`src/rtl/ahfp_sub_ci_ctrl_if.sv`:
```
// Custom-instruction bus between the CPU-side requester and the subtractor controller,
// including the operand/result taps to the attached free-running subtractor pipeline.
interface ahfp_sub_ci_ctrl_if;
  logic        clk_en;
  logic        start;
  logic        n;
  logic [31:0] dataa;
  logic [31:0] datab;
  logic [31:0] pipe_a;
  logic [31:0] pipe_b;
  logic [31:0] pipe_result;
  logic [31:0] result;
  logic        done;

  modport master (
    output clk_en, start, n, dataa, datab, pipe_result,
    input  pipe_a, pipe_b, result, done
  );

  modport slave (
    input  clk_en, start, n, dataa, datab, pipe_result,
    output pipe_a, pipe_b, result, done
  );
endinterface

```
`src/rtl/ahfp_sub_ci_ctrl.sv`:
```
// Multi-cycle custom-instruction controller for a fixed-latency FP subtractor.
// Optional AHFP_SUB_CI_ZERO_BYPASS_EN: subtrahend of +/-0 completes in one cycle.
module ahfp_sub_ci_ctrl #(
  parameter int LATENCY = 7
) (
  input  logic               clk,
  input  logic               reset,
  ahfp_sub_ci_ctrl_if.slave  ci
);
  localparam int CW = $clog2(LATENCY + 2);

  typedef enum logic [1:0] {IDLE, BUSY, DONE} state_t;

  state_t        state;
  logic [CW-1:0] cnt;
  logic [31:0]   minu, subt;

  assign minu = ci.n ? ci.datab : ci.dataa;
  assign subt = ci.n ? ci.dataa : ci.datab;

  always_ff @(posedge clk or posedge reset) begin
    if (reset) begin
      state     <= IDLE;
      cnt       <= '0;
      ci.done   <= 1'b0;
      ci.result <= '0;
      ci.pipe_a <= '0;
      ci.pipe_b <= '0;
    end else if (ci.clk_en) begin
      case (state)
        IDLE: begin
          if (ci.start) begin
            // operands stay on the pipeline inputs until the next accepted start
            ci.pipe_a <= minu;
            ci.pipe_b <= subt;
`ifdef AHFP_SUB_CI_ZERO_BYPASS_EN
            if (subt[30:0] == 31'd0) begin
              state     <= DONE;
              ci.done   <= 1'b1;
              ci.result <= minu;
              cnt       <= '0;
            end else begin
`else
            begin
`endif
              state <= BUSY;
              cnt   <= CW'(LATENCY + 1);
            end
          end
        end
        BUSY: begin
          if (cnt == CW'(1)) begin
            ci.result <= ci.pipe_result;
            ci.done   <= 1'b1;
            state     <= DONE;
            cnt       <= '0;
          end else if (cnt != '0) begin
            cnt <= cnt - CW'(1);
          end
        end
        DONE: begin
          ci.done <= 1'b0;
          state   <= IDLE;
        end
        default: state <= IDLE;
      endcase
    end
  end
endmodule

```
`src/flat_wrapper.sv`:
```
// flat-port wrapper written by rule: the top's interface ports become plain ports
module ahfp_sub_ci_ctrl_flat 
#(
  parameter int LATENCY = 7
)
  (clk, reset, ci_clk_en, ci_start, ci_n, ci_dataa, ci_datab, ci_pipe_result, ci_pipe_a, ci_pipe_b, ci_result, ci_done);
  ahfp_sub_ci_ctrl_if ci_i ();
  input  logic clk;
  input  logic reset;
  input wire logic [$bits(ci_i.clk_en)-1:0] ci_clk_en;
  input wire logic [$bits(ci_i.start)-1:0] ci_start;
  input wire logic [$bits(ci_i.n)-1:0] ci_n;
  input wire logic [$bits(ci_i.dataa)-1:0] ci_dataa;
  input wire logic [$bits(ci_i.datab)-1:0] ci_datab;
  input wire logic [$bits(ci_i.pipe_result)-1:0] ci_pipe_result;
  output wire logic [$bits(ci_i.pipe_a)-1:0] ci_pipe_a;
  output wire logic [$bits(ci_i.pipe_b)-1:0] ci_pipe_b;
  output wire logic [$bits(ci_i.result)-1:0] ci_result;
  output wire logic [$bits(ci_i.done)-1:0] ci_done;
  assign ci_i.clk_en = ci_clk_en;
  assign ci_i.start = ci_start;
  assign ci_i.n = ci_n;
  assign ci_i.dataa = ci_dataa;
  assign ci_i.datab = ci_datab;
  assign ci_i.pipe_result = ci_pipe_result;
  assign ci_pipe_a = ci_i.pipe_a;
  assign ci_pipe_b = ci_i.pipe_b;
  assign ci_result = ci_i.result;
  assign ci_done = ci_i.done;
  ahfp_sub_ci_ctrl #(.LATENCY(LATENCY)) u_core (.clk(clk), .reset(reset), .ci(ci_i));
endmodule
```
`config.mk`:
```
export PLATFORM = sky130hd
export DESIGN_NAME = ahfp_sub_ci_ctrl_flat
export DESIGN_NICKNAME = d
export VERILOG_FILES = /design/src/rtl/ahfp_sub_ci_ctrl_if.sv /design/src/rtl/ahfp_sub_ci_ctrl.sv /design/src/flat_wrapper.sv
export SDC_FILE = /design/constraint.sdc
export NUM_CORES = 1
export LEC_CHECK = 0
export ABC_CLOCK_PERIOD_IN_PS = 4600
export CORE_MARGIN = 8
export CORE_UTILIZATION = 23
export DETAILED_ROUTE_END_ITERATION = 10
export PLACE_DENSITY_LB_ADDON = 0.1
export SLEW_MARGIN = 15
export SYNTH_ARGS = -nofsm -noshare
export SYNTH_HDL_FRONTEND = slang
export SYNTH_SLANG_ARGS = --single-unit
```
`constraint.sdc`:
```
create_clock -name clk -period 4.6 [get_ports clk]
set_input_delay 0.69 -clock clk [delete_from_list [all_inputs] [get_ports clk]]
set_output_delay 0.69 -clock clk [all_outputs]
set_load 0.005 [all_outputs]
```
# Yosys cells after proc, flatten, opt, wreduce, memory -nomap -nowiden
# Index checks and enable logic that the tools add are counted.
# op_classes
n_addsub	1
multipliers	0
div_mod_pow	0
magnitude_cmp	0
n_eq_ne	6
n_shift	0
mux	11
bitwise_logic	0
n_reduce_logical	9
# op_table
cell	n
two-way mux 32 bit	2
two-way mux 4 bit	3
AND reduction 3 bit	4
case mux 4 bit (2 select lines)	1
== test 4 x 1 -> 1 bit (second input constant)	1
two-way mux 2 bit	2
case mux 2 bit (2 select lines)	1
AND reduction 4 bit	1
nonzero test 2 bit	2
nonzero test 4 bit	1
subtractor 4 x 1 -> 4 bit (second input constant)	1
!= test 3 x 1 -> 1 bit (second input constant)	1
== test 2 x 1 -> 1 bit (second input constant)	1
== test 2 bit (second input constant)	1
zero test 2 bit	1
!= test 2 x 1 -> 1 bit (second input constant)	1
!= test 2 bit (second input constant)	1
case mux 1 bit (2 select lines)	1
two-way mux 1 bit	1
# word_totals
regBits	103
latchBits	0
mem_bits_rw	0
romBits	0
input_bits	101
output_inout_bits	97
mem_count	0

# Logic depth before layout (Yosys ltp)
# depth
depth_word	4
ltp_mapped	7

# Worst setup path before layout
# Ideal clock, no wire load.
# synth_path
kind	register to register
from	reg u_core.cnt[1]
to	reg u_core.ci.result[10]
setup_time_ns	0.125
arrival_time_ns	1.775
t_required_ns	4.475
setup_slack_ns	2.700
stages_incl_launch_ff	8
n_path_buf	2
period_less_slack_ns	1.900
cell_sequence	dfrtp_1 -> inv_1 -> ha_1 -> or3b_4 -> or2_1 -> buf_6 -> buf_12 -> mux2_4
# synth_between
elab_chain_cells	2
# synth_rtl
element	line	source
start: declaration	ahfp_sub_ci_ctrl.sv:15	logic [CW-1:0] cnt;
start signal: assignment	ahfp_sub_ci_ctrl.sv:47	cnt <= CW'(LATENCY + 1);
start signal: assignment	ahfp_sub_ci_ctrl.sv:58	cnt <= cnt - CW'(1);
== test 4 x 1 -> 1 bit	ahfp_sub_ci_ctrl.sv:52	if (cnt == CW'(1)) begin
AND reduction 3 bit (no source line)	n/a	
end signal: assignment	ahfp_sub_ci_ctrl.sv:53	ci.result <= ci.pipe_result;
end: declaration	ahfp_sub_ci_ctrl_if.sv:22	output pipe_a, pipe_b, result, done
# No other way between the ends.
# A chain may end at the register's enable or synchronous reset.

# Worst setup path in the final report
# layout_path
from	in ci_clk_en
to	reg u_core.ci.result[29]
# layout_between
elab_chain_cells	1
# layout_rtl
element	line	source
start: declaration	flat_wrapper.sv:10	input wire logic [$bits(ci_i.clk_en)-1:0] ci_clk_en;
AND reduction 3 bit (no source line)	n/a	
# No other way between the ends.

==> impl_metrics.json <==
{
  "fp.dieArea_mm2": 0.0250,
  "max_cap_viol_count": 0,
  "rsz0062_at_grt": "no",
  "die_y_um": 158,
  "fillers": 2038,
  "start_util": 0.232,
  "critPathArrivalTime_ns": 2.61,
  "synthCells": 388,
  "p_sw_mw": 1.18,
  "synth_edf_count": 0,
  "fin_area_mm2": 0.00714,
  "path_class": "in -> reg",
  "power_mw": 4.07,
  "dpl-instance-area_mm2": 0.00685,
  "wirelength_um": 13700,
  "yosysSeqAreaShare": 0.554,
  "fin_crit_ns": 2.38,
  "cts_setup_buffers": 0,
  "dp_hpwl_um": 9950,
  "gp_congestion": 0.785,
  "drc_errors": 0,
  "grt_pass1_wl_um": 20500,
  "seq_area_mm2": 0.00258,
  "ff2ff_setup_slack_ns": 2.27,
  "async_flop_share": 1.00,
  "cp_max_fo": 34,
  "yosysTopAreaCellShare": 0.554,
  "holdBufCountCts": 0,
  "viasPerCell": 4.14,
  "nets": 677,
  "p_sw_frac": 0.289,
  "multi_input_area_mm2": 0.00190,
  "worstHoldEndpoint": "u_core.ci.result[26]",
  "post-route-period-util": 0.517,
  "ys_ff_latch": 103,
  "p_leak_nw": 3.16,
  "internal_power_mw": 2.89,
  "cts_resized": 0,
  "hold_path.startpoint": "u_core.ci.result[26]",
  "synth_warnings": 0,
  "vias": 3514,
  "p_per_area_mw_per_mm2": 569,
  "skew_ns": 0.00980,
  "cts.path.max_buffers": 2,
  "cts_tree": "done",
  "min_path_cells": 1,
  "min_path_type": "reg -> reg",
  "ys_types": 32,
  "synth_area_leaders": "dfrtp_1 55%, mux2i_1 14%, mux2_4 9.0%, a21oi_1 6.9%, nor2_1 5.3%",
  "grt_max_degree": 129,
  "setup_violations": 0,
  "seq_power_share": 0.391,
  "core_mm2": 0.0200,
  "ir_worst_vdd_v": 0.000191,
  "r2r_end": "u_core.ci.result[14]",
  "dr.pass1.iters": 4,
  "drive_above_1_share": 0.0984,
  "max_stage_delay_ns": 0.84,
  "antenna_found_initial": 0,
  "startpoint_type": "input port",
  "clkSinkCount": 103,
  "power_frac_clock": 0.187,
  "p_comb_frac": 0.422,
  "final_common_cell": "clkdlybuf4s50_1",
  "synth_area_per_cell_um2": 12.0,
  "crit_slowest_cell": "or2_2",
  "synth_top_area_cell": "dfrtp_1",
  "status": "finished clean",
  "areaGrowthSynthToFinish_pct": 53.6,
  "synthesis.area_mm2": 0.00465,
  "numCtsBuffers": 9,
  "fp-row-count": 52,
  "fin_tns_setup_ns": 0,
  "grt_pass1_vias": 3584,
  "postRouteAntennaNets": 0,
  "drtIter0Drc": 146,
  "n_antenna_cell": 0,
  "max_slew_margin": 0.266,
  "r2r_start": "u_core.cnt[1]",
  "fmax_mhz": 421,
  "synth_nets": 491,
  "cts_max_level": 3,
  "grt_overflow": 0,
  "final-hold-violation-count": 0,
  "clkSlewWorstSetupHoldPaths_ns": 0.08,
  "clock_latency_ns": 0.35,
  "io_pins": 198,
  "portBuffers": 197,
  "synthFlopType": "dfrtp_1",
  "r2r_cells": 5,
  "avgRoutedWirePerCell_um": 16.1,
  "track_usage": 0.109,
  "cts_root_buffer": "clkbuf_16",
  "end_kind": "flip-flop",
  "required_ns": 4.84,
  "report.final.slew_viol_count": 0,
  "worstPathCellList": "clkdlybuf4s50_1 -> nand3b_1 -> or2_2 -> mux2_2",
  "die_w_um": 158,
  "final_cell_mix": "196 x clkdlybuf4s50_1, 103 x dfrtp_1, 66 x nor2_1",
  "worst_slew_pin_slew_ns": 1.10
}
-- sequential cells by signal, summed over array words and instances (netlist names) --
register and count:
u_core.ci.pipe_b 32, u_core.ci.result 32, u_core.cnt 4, u_core.state 2
u_core.ci.pipe_a 32, u_core.ci.done 1
-- cells in the mapped netlist (2+ instances only) --
cell type	count
nand2b_1	2
buf_2	11
nand3b_1	2
inv_1	7
buf_12	2
nor2_1	66
o21ai_0	4
clkbuf_1	4
buf_1	6
mux2_4	28
dfrtp_1	103
mux2_2	5
a21oi_1	64
mux2i_1	65
ha_1	2
-- cell type report --
cell class | instances | area share
well taps | 270 | 0.0473
multi-input cells | 253 | 0.266
clock inverters | 5 | 0.00543
repair buffers | 200 | 0.281
inverters | 7 | 0.00403
clock buffers | 11 | 0.0354
flip-flops and latches | 103 | 0.361
-- routing by layer --
| metal | GRT usage | up-vias | part of all wire | routed length (µm) |
|---|---|---|---|---|
| met3 | 0.0257 | 11 | 0.057 | 782 |
| met2 | 0.185 | 88 | 0.52 | 7090 |
| li1 | - | 1714 | - | - |
| met1 | 0.128 | 1701 | 0.41 | 5600 |
| met5 | 0 | - | 0 | 0 |
| met4 | 0.0471 | 0 | 0.017 | 230 |
-- power by group through the flow --
stage | Clock (mW) | Sequential (mW) | Combinational [mW]
after floorplan | 0 | 1.63 | 0.596
after global placement | 0 | 1.61 | 1.74
after detailed placement | 0 | 1.61 | 1.76
after CTS | 0.799 | 1.60 | 1.77
after global routing | 0.835 | 1.66 | 1.88
final | 0.759 | 1.59 | 1.72
-- worst max-delay path by stage --
| stage | cells after the start | endpoint | from |
|---|---|---|---|
| after floorplan | 1 | u_core.ci.done | reset |
| after global placement | 4 | u_core.ci.result[29] | ci_clk_en |
| after detailed placement | 4 | u_core.ci.result[29] | ci_clk_en |
| after CTS | 4 | u_core.ci.result[28] | ci_clk_en |
| after global routing | 4 | u_core.ci.result[27] | ci_clk_en |
| final | 4 | u_core.ci.result[29] | ci_clk_en |
-- cells by family after synthesis --
kind of cell,count (synthesis),synth area share
adder cells (fa/ha/maj),2,0.00538
flip-flops,103,0.554
buffers and inverters,32,0.0398
AO/OA/AOI/OAI,75,0.0861
AND/OR/NAND/NOR,77,0.0702
multiplexers,98,0.242
XOR/XNOR,1,0.00188
-- worst max-delay path, delay by kind of cell --
family	cells	cell delay (ns)
buffers and inverters	1	0.48
and+or+nand+nor	2	0.98
muxes	1	0.42
-- through the flow --
step	util	worst slack, ns	cells	hold slack (ns)
global route	0.356	2.04	849	0.532
detailed placement	0.342	1.80	833	0.493
global placement	0.342	1.87	833	0.495
finish	0.356	2.22	849	0.508
floorplan	-	1.21	388	0.504
CTS	0.356	2.20	849	0.510
Power figures use the tool's default switching activity.
